<file path="src/rtl/core_general_pkg.sv">
// Shared core constants: datapath width, ROM address width, reset PC and the NOP encoding.
package core_general;
    localparam int          XLEN     = 32;
    localparam int          AWIDTH   = 12;
    localparam logic [31:0] RESET_PC = 32'h8000_0000;
    localparam logic [31:0] NOP      = 32'h0000_0013;
endpackage

</file>
<file path="src/rtl/top_fetch.sv">
// Fetch stage: PC register, ROM word addressing and the instruction hold register.
// Build option FETCH_JUMP_ALIGN_EN clears bits [1:0] of jump targets before loading the PC.
module top_fetch
    import core_general::*;
#(
    parameter int              XLEN     = core_general::XLEN,
    parameter int              AWIDTH   = core_general::AWIDTH,
    parameter logic [XLEN-1:0] RESET_PC = XLEN'(core_general::RESET_PC)
) (
    input  logic              clk,
    input  logic              rst_n,
    input  logic              phase_fetch,
    input  logic              phase_writeback,
    input  logic              jump_state_wf,
    input  logic [XLEN-1:0]   regdata_for_pc,
    input  logic [XLEN-1:0]   inst_data,
    output logic [AWIDTH-1:0] inst_addr,
    output logic [XLEN-1:0]   curr_pc_fd,
    output logic [XLEN-1:0]   next_pc_fd,
    output logic [XLEN-1:0]   inst,
    output logic              stall_fetch
);

    logic [XLEN-1:0] r_pc;
    logic [XLEN-1:0] r_hold;
    logic            r_dec_vld_p1;
    logic [XLEN-1:0] w_pc_seq;
    logic [XLEN-1:0] w_jump_tgt;

    assign w_pc_seq = r_pc + XLEN'(4);

`ifdef FETCH_JUMP_ALIGN_EN
    assign w_jump_tgt = {regdata_for_pc[XLEN-1:2], 2'b00};
`else
    assign w_jump_tgt = regdata_for_pc;
`endif

    // Jump request is only honoured in the writeback cycle.
    always_ff @(posedge clk or posedge rst_n) begin
        if (rst_n) begin
            r_pc <= RESET_PC;
        end else if (phase_writeback) begin
            r_pc <= jump_state_wf ? w_jump_tgt : w_pc_seq;
        end
    end

    // ---- p1: decode cycle, ROM data valid ----
    always_ff @(posedge clk or posedge rst_n) begin
        if (rst_n) begin
            r_dec_vld_p1 <= 1'b0;
            r_hold       <= XLEN'(core_general::NOP);
        end else begin
            r_dec_vld_p1 <= phase_fetch;
            if (r_dec_vld_p1) begin
                r_hold <= inst_data;
            end
        end
    end

    assign inst_addr   = r_pc[AWIDTH+1:2];
    assign curr_pc_fd  = r_pc;
    assign next_pc_fd  = w_pc_seq;
    assign inst        = r_dec_vld_p1 ? inst_data : r_hold;
    assign stall_fetch = phase_fetch & ~rst_n;

endmodule

</file>
<file path="config.mk">
export PLATFORM = sky130hd
export DESIGN_NAME = top_fetch
export DESIGN_NICKNAME = d
export VERILOG_FILES = /design/src/rtl/core_general_pkg.sv /design/src/rtl/top_fetch.sv
export SDC_FILE = /design/constraint.sdc
export NUM_CORES = 1
export LEC_CHECK = 0
export ABC_AREA = 1
export BUFFER_PORTS_ARGS = -buffer_cell sky130_fd_sc_hd__buf_2
export CORE_AREA = 4 4 77 132
export DETAILED_ROUTE_END_ITERATION = 8
export DIE_AREA = 0 0 81 136
export PLACE_DENSITY = 0.86
export SETUP_SLACK_MARGIN = 0.05
export SLEW_MARGIN = 20
export SYNTH_ARGS = -nofsm -noshare
export SYNTH_HDL_FRONTEND = slang
export SYNTH_SLANG_ARGS = --single-unit
</file>
<file path="constraint.sdc">
create_clock -name clk -period 1.9 [get_ports clk]
set_input_delay 0.38 -clock clk [delete_from_list [all_inputs] [get_ports clk]]
set_output_delay 0.38 -clock clk [all_outputs]
set_load 0.05 [all_outputs]
</file>
==> metrics.txt, run 1 <==
# TYPE chip_impl_metric gauge
chip_impl_info{name="worst_path_dominant_cell_family",value="buffers and inverters"} 1
chip_impl_metric{name="die_area",unit="mm2"} 0.0110
chip_impl_metric{name="post_drt_via_cell_ratio",unit=""} 5.21
chip_impl_info{name="clock_tree.root_cell",value="sky130_fd_sc_hd__clkbuf_16"} 1
chip_impl_info{name="crit_start",value="curr_pc_fd[2]$_DFFE_PP0P_"} 1
chip_impl_metric{name="design.core.area",unit="mm2"} 0.00909
chip_impl_info{name="cts_tree",value="done"} 1
chip_impl_info{name="path_class",value="reg -> out"} 1
chip_impl_info{name="postSynth.topFlopCell",value="sky130_fd_sc_hd__dfrtp_1"} 1
chip_impl_metric{name="reg2reg_depth",unit=""} 12
chip_impl_metric{name="final-setup-viol-count",unit=""} 35
chip_impl_metric{name="routedWlPerCell",unit="um"} 19.7
chip_impl_info{name="worst_r2r_end",value="curr_pc_fd[19]$_DFFE_PP0P_"} 1
chip_impl_metric{name="die-height",unit="um"} 136
chip_impl_info{name="status",value="finished, violations left"} 1
chip_impl_metric{name="io-pin-count",unit=""} 178
chip_impl_metric{name="drt_first_pass_iters",unit=""} 5
chip_impl_metric{name="floorplan.die.width",unit="um"} 81
chip_impl_info{name="synth.largest_area_cell",value="sky130_fd_sc_hd__dfrtp_1"} 1
chip_impl_metric{name="insertedDiodeCount",unit=""} 0
chip_impl_metric{name="drv_slew",unit=""} 0
chip_impl_metric{name="worst_ir_drop_vdd",unit="mV"} 0.659
chip_impl_metric{name="place_hpwl",unit="um"} 9930
chip_impl_metric{name="finalHoldWorstSlack",unit="ns"} 0.201
chip_impl_metric{name="powerDensity",unit="mW/mm2"} 961
chip_impl_metric{name="finalHoldViolCount",unit=""} 0
chip_impl_metric{name="ys_seq_area_share",unit="%"} 43.0
chip_impl_info{name="grt_setup_unrepaired",value="yes"} 1
chip_impl_metric{name="cp_num_buf_inv",unit=""} 4
chip_impl_metric{name="finish.net_count",unit=""} 770
chip_impl_metric{name="post-route-min-period",unit="ns"} 2.29
chip_impl_info{name="worstReg2RegStart",value="curr_pc_fd[2]$_DFFE_PP0P_"} 1
chip_impl_info{name="critPathLaunchType",value="flip-flop"} 1
chip_impl_metric{name="global_route.overflow_total",unit=""} 0
chip_impl_metric{name="route.final.wire_length",unit="um"} 16200
chip_impl_metric{name="final_worst_path_setup_slack",unit="ns"} -0.387
chip_impl_info{name="critPathSlowestCell",value="sky130_fd_sc_hd__dfrtp_2"} 1
chip_impl_info{name="crit_path_cells",value="buf_6 -> clkinvlp_4 -> nor2_4 -> nand2_4 -> nor2_4 -> buf_12 -> xor2_4 -> buf_6"} 1
chip_impl_metric{name="number_of_warning_messages_in_the_yosys_log",unit=""} 0
chip_impl_metric{name="netlist_instances",unit=""} 466
chip_impl_metric{name="area_growth",unit="%"} 79.2
chip_impl_info{name="mostFrequentLayoutCells",value="sky130_fd_sc_hd__buf_2 (117), sky130_fd_sc_hd__nand2_1 (116), sky130_fd_sc_hd__buf_4 (61), sky130_fd_sc_hd__inv_1 (51), sky130_fd_sc_hd__dfrtp_1 (51)"} 1
chip_impl_metric{name="ys_types",unit=""} 24
chip_impl_metric{name="finalPower",unit="mW"} 6.54
chip_impl_metric{name="syn_avg_cell_area",unit="um2"} 8.15
chip_impl_metric{name="delay_of_the_slowest_cell_on_the_worst_path",unit="ns"} 0.41
chip_impl_metric{name="antenna_found_initial",unit=""} 0
chip_impl_metric{name="clock_sinks",unit=""} 65
chip_impl_metric{name="synth_nets",unit=""} 536
chip_impl_metric{name="grt_pass1_vias",unit=""} 4410
chip_impl_metric{name="grt_max_degree",unit=""} 36
chip_impl_metric{name="peak_clock_frequency_supported_by_timing",unit="GHz"} 0.437
chip_impl_metric{name="cts_buffers",unit=""} 9
chip_impl_metric{name="worst_hold_path.num_cells",unit=""} 1
chip_impl_metric{name="port_buffers",unit=""} 177
chip_impl_metric{name="total_track_usage",unit="%"} 27.3
chip_impl_metric{name="grt_first_pass_wirelength",unit="um"} 22500
chip_impl_metric{name="path_max_fanout",unit=""} 4
chip_impl_metric{name="design_area",unit="mm2"} 0.00681
chip_impl_metric{name="detailroute.via_count",unit=""} 4301
chip_impl_info{name="worst_hold_path_type",value="in -> reg"} 1
chip_impl_metric{name="worst-endpoint-required",unit="ns"} 1.52
chip_impl_metric{name="cts_htree_levels",unit=""} 3
chip_impl_metric{name="antenna_violating_nets_post_route",unit=""} 0
chip_impl_info{name="endpoint",value="next_pc_fd[17]"} 1
chip_impl_metric{name="leakage",unit="nW"} 3.44
chip_impl_metric{name="clkLatencyLatePin",unit="ns"} 0.34
chip_impl_metric{name="floorplan.initialDensity",unit="%"} 41.8
chip_impl_metric{name="clk_pin_slew_worst_paths",unit="ns"} 0.06
chip_impl_metric{name="route.detailed.drc",unit=""} 0
chip_impl_info{name="cp-end-kind",value="output port"} 1
chip_impl_metric{name="ys_async_sr_fraction",unit="%"} 100
chip_impl_metric{name="ff2ff_setup_slack",unit="ns"} 0.07
chip_impl_metric{name="worst-path-stages",unit=""} 8
chip_impl_info{name="mostFrequentLayoutCell",value="sky130_fd_sc_hd__buf_2"} 1
chip_impl_metric{name="cap_viol_max_count",unit=""} 0
chip_impl_metric{name="post_synth_edffs",unit=""} 0
chip_impl_info{name="failing_checks",value="negative setup slack"} 1
chip_impl_metric{name="dpl_worst_slack",unit="ns"} -0.0718
chip_impl_metric{name="final.period_utilization",unit="%"} 120
chip_impl_metric{name="slew_margin_rel",unit="%"} 70.3
chip_impl_metric{name="detailed_place.area",unit="mm2"} 0.00534
chip_impl_metric{name="synth.top_cell.area_share",unit="%"} 40.2
chip_impl_metric{name="gpl.final_weighted_congestion",unit=""} 0.865
chip_impl_info{name="synth.top_cells.by_area",value="sky130_fd_sc_hd__dfrtp_1 (40%), sky130_fd_sc_hd__nand2_1 (14%), sky130_fd_sc_hd__mux2_2 (10%), sky130_fd_sc_hd__nand3_1 (7.0%), sky130_fd_sc_hd__inv_1 (5.6%)"} 1
chip_impl_metric{name="finClkSkew",unit="ns"} 0.00795
chip_impl_metric{name="core.rowCount",unit=""} 46
chip_impl_metric{name="ys_seq_elements",unit=""} 65
chip_impl_metric{name="fin_util",unit="%"} 74.8
chip_impl_metric{name="synth.cell_area",unit="mm2"} 0.00380
chip_impl_metric{name="detailedRoute.firstIterationViolations",unit=""} 240
chip_impl_metric{name="worst_slew_pin_slew",unit="ns"} 0.445
chip_impl_metric{name="post_route_cells_drive_above_1_share",unit="%"} 56.6
chip_impl_metric{name="cp_data_arrival_time",unit="ns"} 1.91
chip_impl_metric{name="clock_path_buffers",unit=""} 2
==> cells in the mapped netlist, types with 2 or more instances <==
cell / instances
sky130_fd_sc_hd__nand2_1: 139
sky130_fd_sc_hd__dfrtp_1: 61
sky130_fd_sc_hd__inv_1: 57
sky130_fd_sc_hd__nand3_1: 53
sky130_fd_sc_hd__mux2_2: 34
sky130_fd_sc_hd__nor2_1: 29
sky130_fd_sc_hd__buf_4: 14
sky130_fd_sc_hd__o21ai_0: 13
sky130_fd_sc_hd__clkbuf_1: 10
sky130_fd_sc_hd__nor2_4: 9
sky130_fd_sc_hd__xor2_1: 8
sky130_fd_sc_hd__and2_1: 6
sky130_fd_sc_hd__buf_2: 6
sky130_fd_sc_hd__xor2_2: 6
sky130_fd_sc_hd__dfstp_2: 4
sky130_fd_sc_hd__o211ai_1: 4
sky130_fd_sc_hd__nand2_2: 3
sky130_fd_sc_hd__nor2_2: 3
sky130_fd_sc_hd__nand2_4: 2
==> worst min path at each step <==
stage	start	to	slack (ns)
after floorplan	phase_fetch	r_dec_vld_p1$_DFF_PP0_	0.41
after global placement	r_hold[7]$_DFF_PP0_	r_hold[7]$_DFF_PP0_	0.48
after detailed placement	r_hold[3]$_DFF_PP0_	r_hold[3]$_DFF_PP0_	0.48
after CTS	phase_fetch	r_dec_vld_p1$_DFF_PP0_	0.16
after global routing	phase_fetch	r_dec_vld_p1$_DFF_PP0_	0.19
final	phase_fetch	r_dec_vld_p1$_DFF_PP0_	0.20
==> stage by stage <==
step / cells / TNS (ns)
floorplan: 466 / -4.59
global placement: 774 / -0.0300
detailed placement: 774 / -0.406
CTS: 813 / -9.41
global route: 825 / -9.85
finish: 825 / -8.22
==> worst register-to-register path, cell delays in order (launching register included) <==
cell and delay, ns:
sky130_fd_sc_hd__dfrtp_2 0.41, sky130_fd_sc_hd__buf_6 0.12, sky130_fd_sc_hd__clkinvlp_4 0.10, sky130_fd_sc_hd__nor2_4 0.15, sky130_fd_sc_hd__nand2_4 0.11, sky130_fd_sc_hd__nor2_4 0.25
sky130_fd_sc_hd__nand2_2 0.08, sky130_fd_sc_hd__nand2_2 0.09, sky130_fd_sc_hd__nand2_4 0.06, sky130_fd_sc_hd__buf_4 0.13, sky130_fd_sc_hd__buf_4 0.12, sky130_fd_sc_hd__nand2_2 0.05
sky130_fd_sc_hd__nand2_1 0.04
==> state kept, by name (all words and copies together), names as in the netlist <==
signal,flops
r_dec_vld_p1,1
curr_pc_fd,32
r_hold,32
==> cell type report <==
type,count,area (um2)
clock buffer,11,253
clock inverter,5,77.6
fill,595,2290
inverter,58,225
multi-input combinational,313,2290
sequential,65,1640
tap,120,150
timing repair buffer,253,2170
==> layer usage <==
layer / GRT usage, % / part of all wire (%) / wire [um] / vias to the layer above
met1: 26.3 / 34 / 5440 / 2103
li1: - / - / - / 1901
met5: 0 / 0 / 0 / -
met2: 52.2 / 54 / 8820 / 230
met4: 14.4 / 5.7 / 917 / 0
met3: 5.77 / 6.4 / 1030 / 67
==> power breakdown <==
part | switching [mW] | leakage (nW) | internal [mW]
Combinational | 1.90 | 2.51 | 1.08
Clock | 0.635 | 0.162 | 1.22
Sequential | 0.153 | 0.765 | 1.56
Total | 2.68 | 3.44 | 3.86
==> cells by family after synthesis <==
| group | Yosys count | share of synthesized area [%] |
|---|---|---|
| buffers and inverters | 88 | 10.3 |
| AND/OR/NAND/NOR | 245 | 29.0 |
| AO/OA/AOI/OAI | 18 | 2.73 |
| multiplexers | 34 | 10.1 |
| XOR/XNOR | 15 | 4.64 |
| flip-flops | 65 | 43.0 |
| adder cells (fa/ha/maj) | 1 | 0.329 |
==> what timing repair did <==
action,in CTS,in global routing
resized for setup,159,76
endpoints found under the setup margin,59,60
buffers inserted,20,17
gates cloned,3,0
pin swaps,24,25
hold buffers,0,0
Note: power is estimated with default switching activity, not from simulation.
==> run 2: changes to the inputs <==
- CTS_CLUSTER_DIAMETER: unset -> 200
- clock period: 1.9 -> 2.1 ns (I/O delays scaled with it)
==> metrics.txt, run 2 (synthesis gave the netlist of run 1 again) <==
# TYPE chip_impl_metric gauge
chip_impl_metric{name="slew_margin_rel",unit="%"} 69.0
chip_impl_info{name="failing_checks",value="negative setup slack"} 1
chip_impl_metric{name="route.final.wire_length",unit="um"} 13400
chip_impl_metric{name="worst-path-stages",unit=""} 8
chip_impl_metric{name="post_drt_via_cell_ratio",unit=""} 5.02
chip_impl_metric{name="path_max_fanout",unit=""} 5
chip_impl_metric{name="clk_pin_slew_worst_paths",unit="ns"} 0.06
chip_impl_metric{name="reg2reg_depth",unit=""} 10
chip_impl_metric{name="powerDensity",unit="mW/mm2"} 900
chip_impl_info{name="crit_start",value="curr_pc_fd[3]$_DFFE_PP0P_"} 1
chip_impl_info{name="mostFrequentLayoutCells",value="sky130_fd_sc_hd__buf_2 (149), sky130_fd_sc_hd__nand2_1 (115), sky130_fd_sc_hd__inv_1 (52), sky130_fd_sc_hd__dfrtp_1 (49), sky130_fd_sc_hd__buf_4 (45)"} 1
chip_impl_metric{name="clock_sinks",unit=""} 65
chip_impl_info{name="clock_tree.root_cell",value="sky130_fd_sc_hd__clkbuf_16"} 1
chip_impl_metric{name="antenna_found_initial",unit=""} 0
chip_impl_metric{name="post-route-min-period",unit="ns"} 2.36
chip_impl_info{name="critPathLaunchType",value="flip-flop"} 1
chip_impl_info{name="status",value="finished, violations left"} 1
chip_impl_info{name="grt_setup_unrepaired",value="yes"} 1
chip_impl_metric{name="finClkSkew",unit="ns"} 0.00816
chip_impl_metric{name="global_route.overflow_total",unit=""} 0
chip_impl_metric{name="fin_util",unit="%"} 67.3
chip_impl_metric{name="final-setup-viol-count",unit=""} 23
chip_impl_metric{name="post_route_cells_drive_above_1_share",unit="%"} 56.1
chip_impl_metric{name="cp_num_buf_inv",unit=""} 2
chip_impl_metric{name="insertedDiodeCount",unit=""} 0
chip_impl_metric{name="ff2ff_setup_slack",unit="ns"} 0.37
chip_impl_metric{name="clock_path_buffers",unit=""} 2
chip_impl_metric{name="grt_first_pass_wirelength",unit="um"} 19800
chip_impl_info{name="mostFrequentLayoutCell",value="sky130_fd_sc_hd__buf_2"} 1
chip_impl_metric{name="cp_data_arrival_time",unit="ns"} 1.94
chip_impl_metric{name="delay_of_the_slowest_cell_on_the_worst_path",unit="ns"} 0.40
chip_impl_metric{name="cts_htree_levels",unit=""} 3
chip_impl_metric{name="cap_viol_max_count",unit=""} 0
chip_impl_metric{name="die-height",unit="um"} 136
chip_impl_metric{name="final_worst_path_setup_slack",unit="ns"} -0.257
chip_impl_metric{name="drt_first_pass_iters",unit=""} 5
chip_impl_metric{name="detailed_place.area",unit="mm2"} 0.00509
chip_impl_metric{name="core.rowCount",unit=""} 46
chip_impl_metric{name="finalPower",unit="mW"} 5.51
chip_impl_metric{name="peak_clock_frequency_supported_by_timing",unit="GHz"} 0.424
chip_impl_metric{name="clkLatencyLatePin",unit="ns"} 0.33
chip_impl_metric{name="placed_cells",unit=""} 758
chip_impl_info{name="cts_tree",value="done"} 1
chip_impl_metric{name="grt_max_degree",unit=""} 37
chip_impl_metric{name="design_area",unit="mm2"} 0.00612
chip_impl_metric{name="antenna_violating_nets_post_route",unit=""} 0
chip_impl_info{name="cp-end-kind",value="output port"} 1
chip_impl_info{name="worst_r2r_end",value="curr_pc_fd[18]$_DFFE_PP0P_"} 1
chip_impl_metric{name="finalHoldWorstSlack",unit="ns"} 0.192
chip_impl_metric{name="final.period_utilization",unit="%"} 112
chip_impl_metric{name="post_cts_hold_buffer_count",unit=""} 0
chip_impl_info{name="critPathSlowestCell",value="sky130_fd_sc_hd__dfrtp_2"} 1
chip_impl_metric{name="leakage",unit="nW"} 3.04
chip_impl_metric{name="floorplan.initialDensity",unit="%"} 41.8
chip_impl_info{name="worst_path_dominant_cell_family",value="simple AND/OR/NAND/NOR gates"} 1
chip_impl_metric{name="io-pin-count",unit=""} 178
chip_impl_metric{name="finalHoldViolCount",unit=""} 0
chip_impl_metric{name="gpl.final_weighted_congestion",unit=""} 0.923
chip_impl_metric{name="grt_pass1_vias",unit=""} 4111
chip_impl_metric{name="port_buffers",unit=""} 177
chip_impl_metric{name="routedWlPerCell",unit="um"} 16.7
chip_impl_metric{name="floorplan.die.width",unit="um"} 81
chip_impl_metric{name="cts_buffers",unit=""} 9
chip_impl_metric{name="drv_slew",unit=""} 0
chip_impl_metric{name="total_track_usage",unit="%"} 23.4
chip_impl_metric{name="die_area",unit="mm2"} 0.0110
chip_impl_metric{name="final-instance-count-excl-fill",unit=""} 803
chip_impl_metric{name="finalSetupTns",unit="ns"} -3.37
chip_impl_metric{name="worst-endpoint-required",unit="ns"} 1.68
chip_impl_info{name="endpoint",value="next_pc_fd[18]"} 1
chip_impl_metric{name="area_growth",unit="%"} 61.0
chip_impl_metric{name="worst_slew_pin_slew",unit="ns"} 0.465
chip_impl_metric{name="worst_ir_drop_vdd",unit="mV"} 0.431
chip_impl_metric{name="detailroute.via_count",unit=""} 4029
chip_impl_metric{name="finish.net_count",unit=""} 748
chip_impl_metric{name="design.core.area",unit="mm2"} 0.00909
chip_impl_metric{name="detailedRoute.firstIterationViolations",unit=""} 154
chip_impl_metric{name="place_hpwl",unit="um"} 9860
chip_impl_info{name="worstReg2RegStart",value="curr_pc_fd[3]$_DFFE_PP0P_"} 1
chip_impl_metric{name="route.detailed.drc",unit=""} 0
chip_impl_info{name="worst_hold_path_type",value="in -> async"} 1
chip_impl_info{name="path_class",value="reg -> out"} 1
chip_impl_info{name="crit_path_cells",value="ha_4 -> nand2_4 -> nor2_4 -> nand2_4 -> nor2_4 -> buf_12 -> xor2_4 -> buf_6"} 1
chip_impl_metric{name="dpl_worst_slack",unit="ns"} 0.00907
-- run 2: power breakdown --
| group | switching, mW | internal [mW] | total [mW] |
|---|---|---|---|
| clock | 0.547 | 1.07 | 1.62 |
| combinational | 1.61 | 0.729 | 2.34 |
| sequential | 0.134 | 1.41 | 1.55 |
-- run 2: area by class of cell --
class                   instances  area, um2
clock inverters                 6       90.1
flip-flops and latches         65       1650
well taps                     120        150
inverters                      58        221
fillers                       666       2980
multi-input cells             313       2170
clock buffers                  10        239
repair buffers                231       1600
-- run 2: how the worst min path moves through the flow --
stage / start / slack, ns / cells past startpoint / to
floorplan: phase_fetch / 0.45 / 0 / r_dec_vld_p1$_DFF_PP0_
global placement: r_hold[11]$_DFF_PP0_ / 0.48 / 1 / r_hold[11]$_DFF_PP0_
detailed placement: r_hold[27]$_DFF_PP0_ / 0.48 / 1 / r_hold[27]$_DFF_PP0_
CTS: rst_n / 0.19 / 3 / curr_pc_fd[15]$_DFFE_PP0P_
global route: phase_fetch / 0.21 / 1 / r_dec_vld_p1$_DFF_PP0_
finish: rst_n / 0.19 / 3 / curr_pc_fd[15]$_DFFE_PP0P_
-- run 2: per-layer routing --
layer / global-route usage (%) / vias up / routed length [um]
met3: 5.31 / 43 / 921
met1: 23.5 / 1922 / 4590
met2: 43.1 / 205 / 7390
met5: 0 / - / 0
met4: 12.9 / 0 / 512
li1: - / 1859 / -
-- run 2: worst reg2reg max path: stages, from the launching register on --
cell and delay [ns]:
sky130_fd_sc_hd__dfrtp_2 0.40, sky130_fd_sc_hd__ha_4 0.16, sky130_fd_sc_hd__nand2_4 0.05, sky130_fd_sc_hd__nor2_4 0.16, sky130_fd_sc_hd__nand2_4 0.12, sky130_fd_sc_hd__nor2_4 0.22
sky130_fd_sc_hd__buf_12 0.14, sky130_fd_sc_hd__xor2_4 0.17, sky130_fd_sc_hd__buf_4 0.14, sky130_fd_sc_hd__nand2_1 0.04, sky130_fd_sc_hd__nand2_1 0.06
-- run 2: timing repair --
| item | 4_1_cts | 5_1_grt |
|---|---|---|
| endpoints found under the setup margin | 25 | 27 |
| gates resized for setup | 70 | 52 |
| buffers inserted | 6 | 23 |
| pin swaps | 10 | 25 |
